$ cat src/rtl/jtopl_eg_timer.sv
// Envelope-generator timing source: shared envelope counter, slot index and
// a per-slot delay line returning each slot's previous-sweep counter LSB.
module jtopl_eg_timer #(
    parameter int SLOTS = 18,
    parameter int CNTW  = 15,
    parameter int DIV   = 1
) (
    input  logic            clk,
    input  logic            rst_n,
    input  logic            cen,
    input  logic            zero,
    input  logic            cnt_lsb,
    output logic [CNTW-1:0] eg_cnt,
    output logic            cnt_in,
    output logic [4:0]      slot,
    output logic            eg_tick
);

    localparam int         DIV_E     = (DIV < 1) ? 1 : DIV;
    localparam logic [4:0] SLOT_LAST = 5'(SLOTS - 1);
    localparam logic [3:0] DIV_LAST  = 4'(DIV_E - 1);

    generate
        if (SLOTS > 32) begin : g_slots_chk
            $error("jtopl_eg_timer: SLOTS must not exceed 32");
        end
        if (DIV > 15) begin : g_div_chk
            $error("jtopl_eg_timer: DIV must be in 1..15");
        end
    endgenerate

    logic [CNTW-1:0]  eg_cnt_q, eg_cnt_d;
    logic [4:0]       slot_q, slot_d;
    logic [3:0]       div_q, div_d;
    logic [SLOTS-1:0] dl_q, dl_d;
    logic             tick_q, tick_d;
    logic             inc;

    // A counter step is issued on the zero edge that completes DIV sweeps.
    assign inc = zero && (div_q == DIV_LAST);

    always_comb begin
        eg_cnt_d = eg_cnt_q;
        slot_d   = slot_q;
        div_d    = div_q;
        dl_d     = dl_q;
        tick_d   = tick_q;
        if (cen) begin
            if (zero)
                slot_d = 5'd0;
            else if (slot_q == SLOT_LAST)
                slot_d = 5'd0;
            else
                slot_d = slot_q + 5'd1;

            if (zero)
                div_d = inc ? 4'd0 : div_q + 4'd1;

            eg_cnt_d = inc ? eg_cnt_q + 1'b1 : eg_cnt_q;
            tick_d   = inc;
            dl_d     = {dl_q[SLOTS-2:0], cnt_lsb};
        end
    end

    always_ff @(posedge clk or negedge rst_n) begin
        if (!rst_n) begin
            eg_cnt_q <= '0;
            slot_q   <= '0;
            div_q    <= '0;
            dl_q     <= '0;
            tick_q   <= 1'b0;
        end else begin
            eg_cnt_q <= eg_cnt_d;
            slot_q   <= slot_d;
            div_q    <= div_d;
            dl_q     <= dl_d;
            tick_q   <= tick_d;
        end
    end

    // The tail of the delay line is the bit this slot produced one sweep ago.
    assign cnt_in  = dl_q[SLOTS-1];
    assign eg_cnt  = eg_cnt_q;
    assign slot    = slot_q;
    assign eg_tick = tick_q;

endmodule

$ cat config.mk
export PLATFORM = sky130hd
export DESIGN_NAME = jtopl_eg_timer
export DESIGN_NICKNAME = d
export VERILOG_FILES = /design/src/rtl/jtopl_eg_timer.sv
export SDC_FILE = /design/constraint.sdc
export NUM_CORES = 1
export LEC_CHECK = 0
export BUFFER_PORTS_ARGS = -buffer_cell sky130_fd_sc_hd__buf_2
export CORE_ASPECT_RATIO = 0.6
export CORE_MARGIN = 2
export CORE_UTILIZATION = 50
export DETAILED_ROUTE_END_ITERATION = 6
export PLACE_DENSITY_LB_ADDON = 0.1
export SLEW_MARGIN = 40
export SYNTH_ARGS = -nofsm -noshare
export SYNTH_HDL_FRONTEND = slang
export SYNTH_SLANG_ARGS = --single-unit
export TNS_END_PERCENT = 50
$ cat constraint.sdc
create_clock -name clk -period 3.8 [get_ports clk]
set_input_delay 0 -clock clk [delete_from_list [all_inputs] [get_ports clk]]
set_output_delay 0 -clock clk [all_outputs]
set_load 0.02 [all_outputs]
# Word level (Yosys, flattened, before mapping)
# Index checks and enable logic that the tools add are counted.
totals:
  wordCells: 16
  inputBits: 5
  output_inout_bits: 22
  register_bits: 43
op_classes:
  reduce_logical: 4
  mux: 3
  eq_ne: 1
  n_addsub: 3
ops:
  columns: ["operator", "n"]
  rows:
  - ["$add A15 B1 Y15 const B", 1]
  - ["$mux W5", 2]
  - ["$add A5 B1 Y5 const B", 1]
  - ["$eq A5 B5 Y1 const B", 1]
  - ["$add A4 B1 Y4 const B", 1]
  - ["$logic_not A4 Y1", 1]
  - ["$mux W4", 1]
  - ["$reduce_and A2 Y1", 2]
  - ["$logic_and A1 B1 Y1", 1]

# Longest topological paths before layout
# Gate-level depths: netlist of the first run.
logic_depth:
  ltp_word: 3
  depth_mapped: 7
  mapped_depth_nobuf: 6

# Least setup slack after synthesis of the first run
# No wires, ideal clock.
synth_path:
  path_type: "register -> register"
  startpoint: "register div_q[0]"
  endpoint: "register eg_cnt_q[9], in the netlist eg_cnt[9]"
  arrival_ns: 1.715
  setup_ns: 0.130
  synth_period_minus_slack_ns: 1.845
  setup_slack_ns: 1.955
  t_required_ns: 3.670
  stages_incl_launch_ff: 7
  path_buffers: 0
  path_cell_list: "dfrtp_1 inv_1 ha_1 or3b_4 nor4_1 nand4_1 xnor2_1"
synth_via:
  elab_chain_cells: 3
synth_rtl:
  columns: ["item", "line_no", "text"]
  rows:
  - ["from (decl)", "34", "logic [3:0] div_q, div_d;"]
  - ["from (signal assigned)", "75", "div_q <= div_d;"]
  - ["$logic_not A4 Y1", "40", "assign inc = zero && (div_q == DIV_LAST);"]
  - ["$logic_and A1 B1 Y1", "40", null]
  - ["$reduce_and A2 Y1 (no line)", null, null]
  - ["to (signal assigned)", "73", "eg_cnt_q <= eg_cnt_d;"]
  - ["to (decl)", "32", "logic [CNTW-1:0] eg_cnt_q, eg_cnt_d;"]
# Every way passes these cells.
# A chain may end at the register's enable or synchronous reset.

# Worst setup path in the final report of the first run
layout_path:
  startpoint: "register div_q[0]"
  endpoint: "register eg_cnt_q[11], in the netlist eg_cnt[11]"
# Same word-level chain as after synthesis.

==> results.yml, run 1 <==
worst_setup_path:
  r2r_setup_slack_ns: 1.70
  cp-start-kind: "flip-flop"
  reg2reg_to: "eg_cnt[11]"
  worst_ep_required_time_ns: 3.97
  reg2regPathDepth: 6
  arrival_ns: 2.27
  critPathMaxFanout: 5
  reg2reg_from: "div_q[0]"
  critPathKind: "flip-flop to flip-flop"
  endpoint_kind: "flip-flop"
min_path:
  hold_path.startpoint: "zero"
  hold_path.class: "input port to flip-flop"
  hold_end: "slot[3]"
  worstHoldPathCells: 3
logic_synthesis:
  synth_seq_cells: 43
  synthArstFlopShare: 1.00
  syn_area_mm2: 0.00185
  yosys_warnings: 0
  netlist_top_cells_count: "dfrtp_1 (43), mux2_2 (18), nand2_1 (14)"
  yosysMostFrequentCell: "dfrtp_1"
  synth_top_cell_by_area: "dfrtp_1"
  synth_area_per_cell_um2: 12.3
  synthTopCellsByArea: "dfrtp_1 (58%), mux2_2 (11%), xnor2_1 (4.7%)"
  seq_area_frac_synth: 0.580
  synth_enable_flop_cells: 0
  synth_nets: 161
  synth_flop_cell: "dfrtp_1"
  netlist_instances: 151
  synth_top_area_frac: 0.580
  ys_types: 30
floorplanning:
  row_count: 17
  initial_core_util: 0.513
  die_w_um: 82.6
  die_h_um: 51.2
  pin_count: 27
  dieArea_mm2: 0.00423
  core_area_mm2: 0.00362
cts:
  post-cts-setup-buffer-count: 0
  path_clk_slew_ns: 0.08
  root_buffer: "clkbuf_8"
  htreeDepth: 2
  tritoncts: "done"
  ctsResizeCount: 0
  cts_made_buffers: 5
  clkLatencyLatePin_ns: 0.28
  clockBufferDepth: 2
  cts_sinks: 43
routing:
  drc_errors: 0
  ant_nets: 0
  dr.pass1.iters: 4
  post_drt_wl_per_cell_um: 14.1
  drt_iter0_markers: 61
  wirelength_mm: 3.21
  vias: 1221
  vias_per_cell: 5.36
cells_and_area:
  nNetsFinal: 191
  synthToLayoutAreaGrowth_pct: 14.7
  drive_gt1_frac: 0.304
  utilization: 0.588
  nFillCells: 312
  diodes: 0
  seq_area_mm2: 0.00108
  multi_input_area_um2: 733
placement:
  gp_congestion: 0.732
  dp_slack_ns: 1.71
  hpwl_mm: 2.34
  io_buffers: 26
timing:
  setup_tns_ns: 0
  rsz0062_at_grt: "false"
  setup_ws_ns: 1.70
  hold_violations: 0
  worst_pin_slew_ns: 0.610
  min_period_over_period: 0.552
  drv_slew: 0
  fin_crit_ns: 2.10
  final.setup_skew_ns: 0.00640
  setup_viol: 0
  fmax_mhz: 476
  maxSlewHeadroom: 0.590
pwr:
  peakVddDrop_mv: 0.316
  p_leak_nw: 1.02
  power_density_mw_per_mm2: 586
run_status:
  outcome: "finished clean"
grt:
  grt_pass1_vias: 1228
  track_usage: 0.179
  antenna_found_initial: 0
  grt_max_degree: 44
  grt_pass1_wl_mm: 5.49
  grt-ovfl-total: 0
run:
  maxCapViolCount: 0
## worst max-delay path by stage
| stage | start | endpoint | slack [ns] | cells past startpoint |
|---|---|---|---|---|
| final | div_q[0] | eg_cnt[11] | 1.70 | 6 |
| after global routing | div_q[0] | eg_cnt[13] | 1.47 | 6 |
| after CTS | div_q[0] | eg_cnt[11] | 1.69 | 6 |
| after detailed placement | div_q[0] | eg_cnt[11] | 1.71 | 6 |
| after global placement | div_q[0] | eg_cnt[9] | 1.79 | 6 |
| after floorplan | div_q[0] | eg_cnt[9] | 1.95 | 6 |
## power breakdown
| group | total (mW) | leakage (nW) | switching (mW) | internal [mW] |
|---|---|---|---|---|
| Combinational | 0.295 | 0.419 | 0.151 | 0.143 |
| Sequential | 0.672 | 0.550 | 0.0913 | 0.581 |
| Clock | 0.280 | 0.0470 | 0.138 | 0.142 |
## layer usage
metal / wire, um / track usage / vias up
met1: 1530 / 0.234 / 609
met3: 175 / 0.0548 / 4
met2: 1470 / 0.278 / 29
li1: - / - / 579
met4: 40 / 0.0738 / 0
met5: 0 / 0 / -
## cells by family (layout without fill, tap and decap cells)
logic type	after synthesis	count (layout)	share of synthesized area
AND/OR/NAND/NOR	46	46	0.133
XOR/XNOR	16	16	0.0756
multiplexers	19	19	0.115
AO/OA/AOI/OAI	12	12	0.0385
adder cells (fa/ha/maj)	5	5	0.0337
buffers and inverters	10	40	0.0243
flip-flops	43	43	0.580
## per-stage QoR
step / area [um2] / power, mW / instances / hold slack [ns]
after floorplan: 1850 / 0.872 / 151 / -0.296
after detailed placement: 2020 / 0.978 / 219 / 0.0155
final: 2130 / 1.25 / 228 / 0.128
after CTS: 2130 / 1.27 / 228 / 0.120
after global routing: 2130 / 1.33 / 228 / 0.136
after global placement: 2020 / 0.951 / 219 / 0.174
## flip-flops by register name, indices dropped and copies added (netlist names)
| name | flops |
|---|---|
| div_q | 4 |
| dl_q | 18 |
| eg_cnt | 15 |
| eg_tick | 1 |
| slot | 5 |
## critical path: stages, from the launching register on
cell	delay [ns]
dfrtp_1	0.40
inv_1	0.10
ha_1	0.15
or3b_4	0.40
nor4_1	0.57
nand3_1	0.20
xnor2_1	0.17
## timing repair
item,4_1_cts,5_1_grt
hold buffers,2,0
hold endpoints to repair,44,0
endpoints found under the setup margin,0,0
## final cells by class
| type | instances | area share |
|---|---|---|
| Inverter | 5 | 0.00882 |
| Timing Repair Buffer | 28 | 0.0718 |
| Tap cell | 47 | 0.0276 |
| Multi-Input combinational cell | 98 | 0.345 |
| Clock buffer | 6 | 0.0388 |
| Clock inverter | 1 | 0.00235 |
| Sequential cell | 43 | 0.506 |
## cell usage in the layout, fill, tap and decap left out, types with 2 or more instances in the layout
cell,count
and3_1,2
buf_2,25
clkbuf_8,6
dfrtp_1,43
dlygate4sd3_1,2
ha_1,5
inv_1,5
mux2_2,18
nand2_1,14
nand2b_1,4
nand3_1,7
nand4_1,5
nor2_1,5
nor3_2,2
o21ai_0,6
o22ai_1,2
xnor2_1,10
xor2_1,6
(Power assumes the default switching activity.)
==> run 2, diff against run 1 <==
clock period = 1.7 ns   (was 3.8 ns; I/O delays follow)
==> results.yml, run 2 (synthesized netlist as in run 1, its figures left out) <==
floorplanning:
  core_area_mm2: 0.00362
  dieArea_mm2: 0.00423
  pin_count: 27
  die_h_um: 51.2
  die_w_um: 82.6
  row_count: 17
  initial_core_util: 0.513
grt:
  grt-ovfl-total: 0
  antenna_found_initial: 0
  grt_pass1_vias: 1170
  grt_max_degree: 44
  grt_pass1_wl_mm: 5.58
  track_usage: 0.181
placement:
  dpl-instance-area_mm2: 0.00210
  gp_congestion: 0.826
  io_buffers: 26
  place_inst: 229
  hpwl_mm: 2.16
routing:
  drc_errors: 0
  ant_nets: 0
  wirelength_mm: 3.19
  post_drt_wl_per_cell_um: 13.3
  drt_iter0_markers: 26
  dr.pass1.iters: 4
  vias: 1222
  vias_per_cell: 5.09
cts:
  tritoncts: "done"
  root_buffer: "clkbuf_8"
  htreeDepth: 2
  cts_sinks: 43
  clockBufferDepth: 2
  path_clk_slew_ns: 0.07
  clkLatencyLatePin_ns: 0.29
  cts_made_buffers: 5
cells_and_area:
  max_flop_register: "dl_q"
  synthToLayoutAreaGrowth_pct: 21.8
  multi_input_area_um2: 764
  seq_area_mm2: 0.00108
  largest_register_ffs: 18
  drive_gt1_frac: 0.373
  final_cell_area_mm2: 0.00226
  utilization: 0.625
  mostFrequentLayoutCells: "dfrtp_1 (43), buf_2 (26), mux2_2 (18)"
  layout.cells.non_filler: 240
  nFillCells: 283
  nNetsFinal: 202
  mostFrequentLayoutCell: "dfrtp_1"
  diodes: 0
pwr:
  p_leak_nw: 1.08
  peakVddDrop_mv: 0.682
  p_total_mw: 2.99
  power_density_mw_per_mm2: 1320
timing:
  setup_viol: 1
  worst_pin_slew_ns: 0.529
  min_period_over_period: 1.00
  setup_ws_ns: -0.000403
  rsz0062_at_grt: "true"
  final.setup_skew_ns: 0.00463
  maxSlewHeadroom: 0.647
  fin_crit_ns: 1.70
  hold_violations: 0
  drv_slew: 0
  fmax_mhz: 588
worst_setup_path:
  arrival_ns: 1.92
  cp_slowest_stage_delay_ns: 0.39
  crit_buf_inv: 1
  critPathKind: "flip-flop to flip-flop"
  critPathMaxFanout: 5
  path_delay_family: "simple AND/OR/NAND/NOR gates"
  endpoint_kind: "flip-flop"
  worst_ep_required_time_ns: 1.92
  slowest_stage: "or3b_4"
  cp-start-kind: "flip-flop"
  critPathLaunch: "div_q[1]"
  crit_chain: "inv_1, ha_1, or3b_4, or3_4, nor3_2, xor2_1"
  reg2reg_from: "div_q[1]"
run_status:
  violations: "negative setup slack"
  outcome: "finished with violations"
min_path:
  hold_path.startpoint: "zero"
  hold_path.class: "input port to flip-flop"
run:
  maxCapViolCount: 0
run 2: cell types whose count changed in the layout (fill, tap and decap cells not counted), sizes merged:
cell	previous run	this run
clkinv	1	0
clkbuf	6	8
buf	26	37
run 2: cell type report:
cell class,instances,share of cell area
flip-flops and latches,43,0.476
multi-input cells,98,0.339
repair buffers,39,0.106
clock buffers,8,0.0443
well taps,47,0.0260
inverters,5,0.00831
run 2: per-stage QoR:
step                worst slack, ns   TNS [ns]  hold WS (ns)
floorplan                   -0.0425     -0.171        -0.296
global placement            -0.0302    -0.0925        0.0930
detailed placement          -0.0609     -0.264         0.108
CTS                        -0.00932    -0.0230         0.103
global route                -0.0856     -0.424         0.121
finish                    -0.000403  -0.000403         0.116
run 2: per-layer routing:
layer	up-vias	global-route usage	routed length, um
met5	-	0	0
met4	0	0.0656	34
met3	4	0.0636	142
met2	21	0.246	1330
met1	595	0.265	1680
li1	602	-	-
run 2: power by group:
group	total [mW]	switching (mW)	internal [mW]
logic	0.824	0.387	0.437
clock network	0.687	0.317	0.370
registers	1.48	0.182	1.30
total	2.99	0.886	2.11
run 2: final timing paths:
path | to | slack (ns) | cells past startpoint
min in group asynchronous | eg_cnt[2] | 0.31 | 3
min | slot[4] | 0.12 | 4
min reg2reg | eg_cnt[14] | 0.47 | 1
max reg2reg | eg_cnt[10] | -0.0004 | 6
max | eg_cnt[10] | -0.0004 | 6
max in group asynchronous | div_q[0] | 1.03 | 3
run 2: what timing repair did:
item | CTS | global route
hold endpoints to repair | 44 | 0
resized for setup | 3 | 4
hold buffers | 2 | 0
pin swaps | 5 | 3
setup buffers | 0 | 1
endpoints found under the setup margin | 7 | 8
run 2: worst reg2reg max path, stage by stage, from the launching register on:
cell,delay (ns)
dfrtp_1,0.38
inv_1,0.07
ha_1,0.12
or3b_4,0.39
or3_4,0.38
nor3_2,0.13
xor2_1,0.15
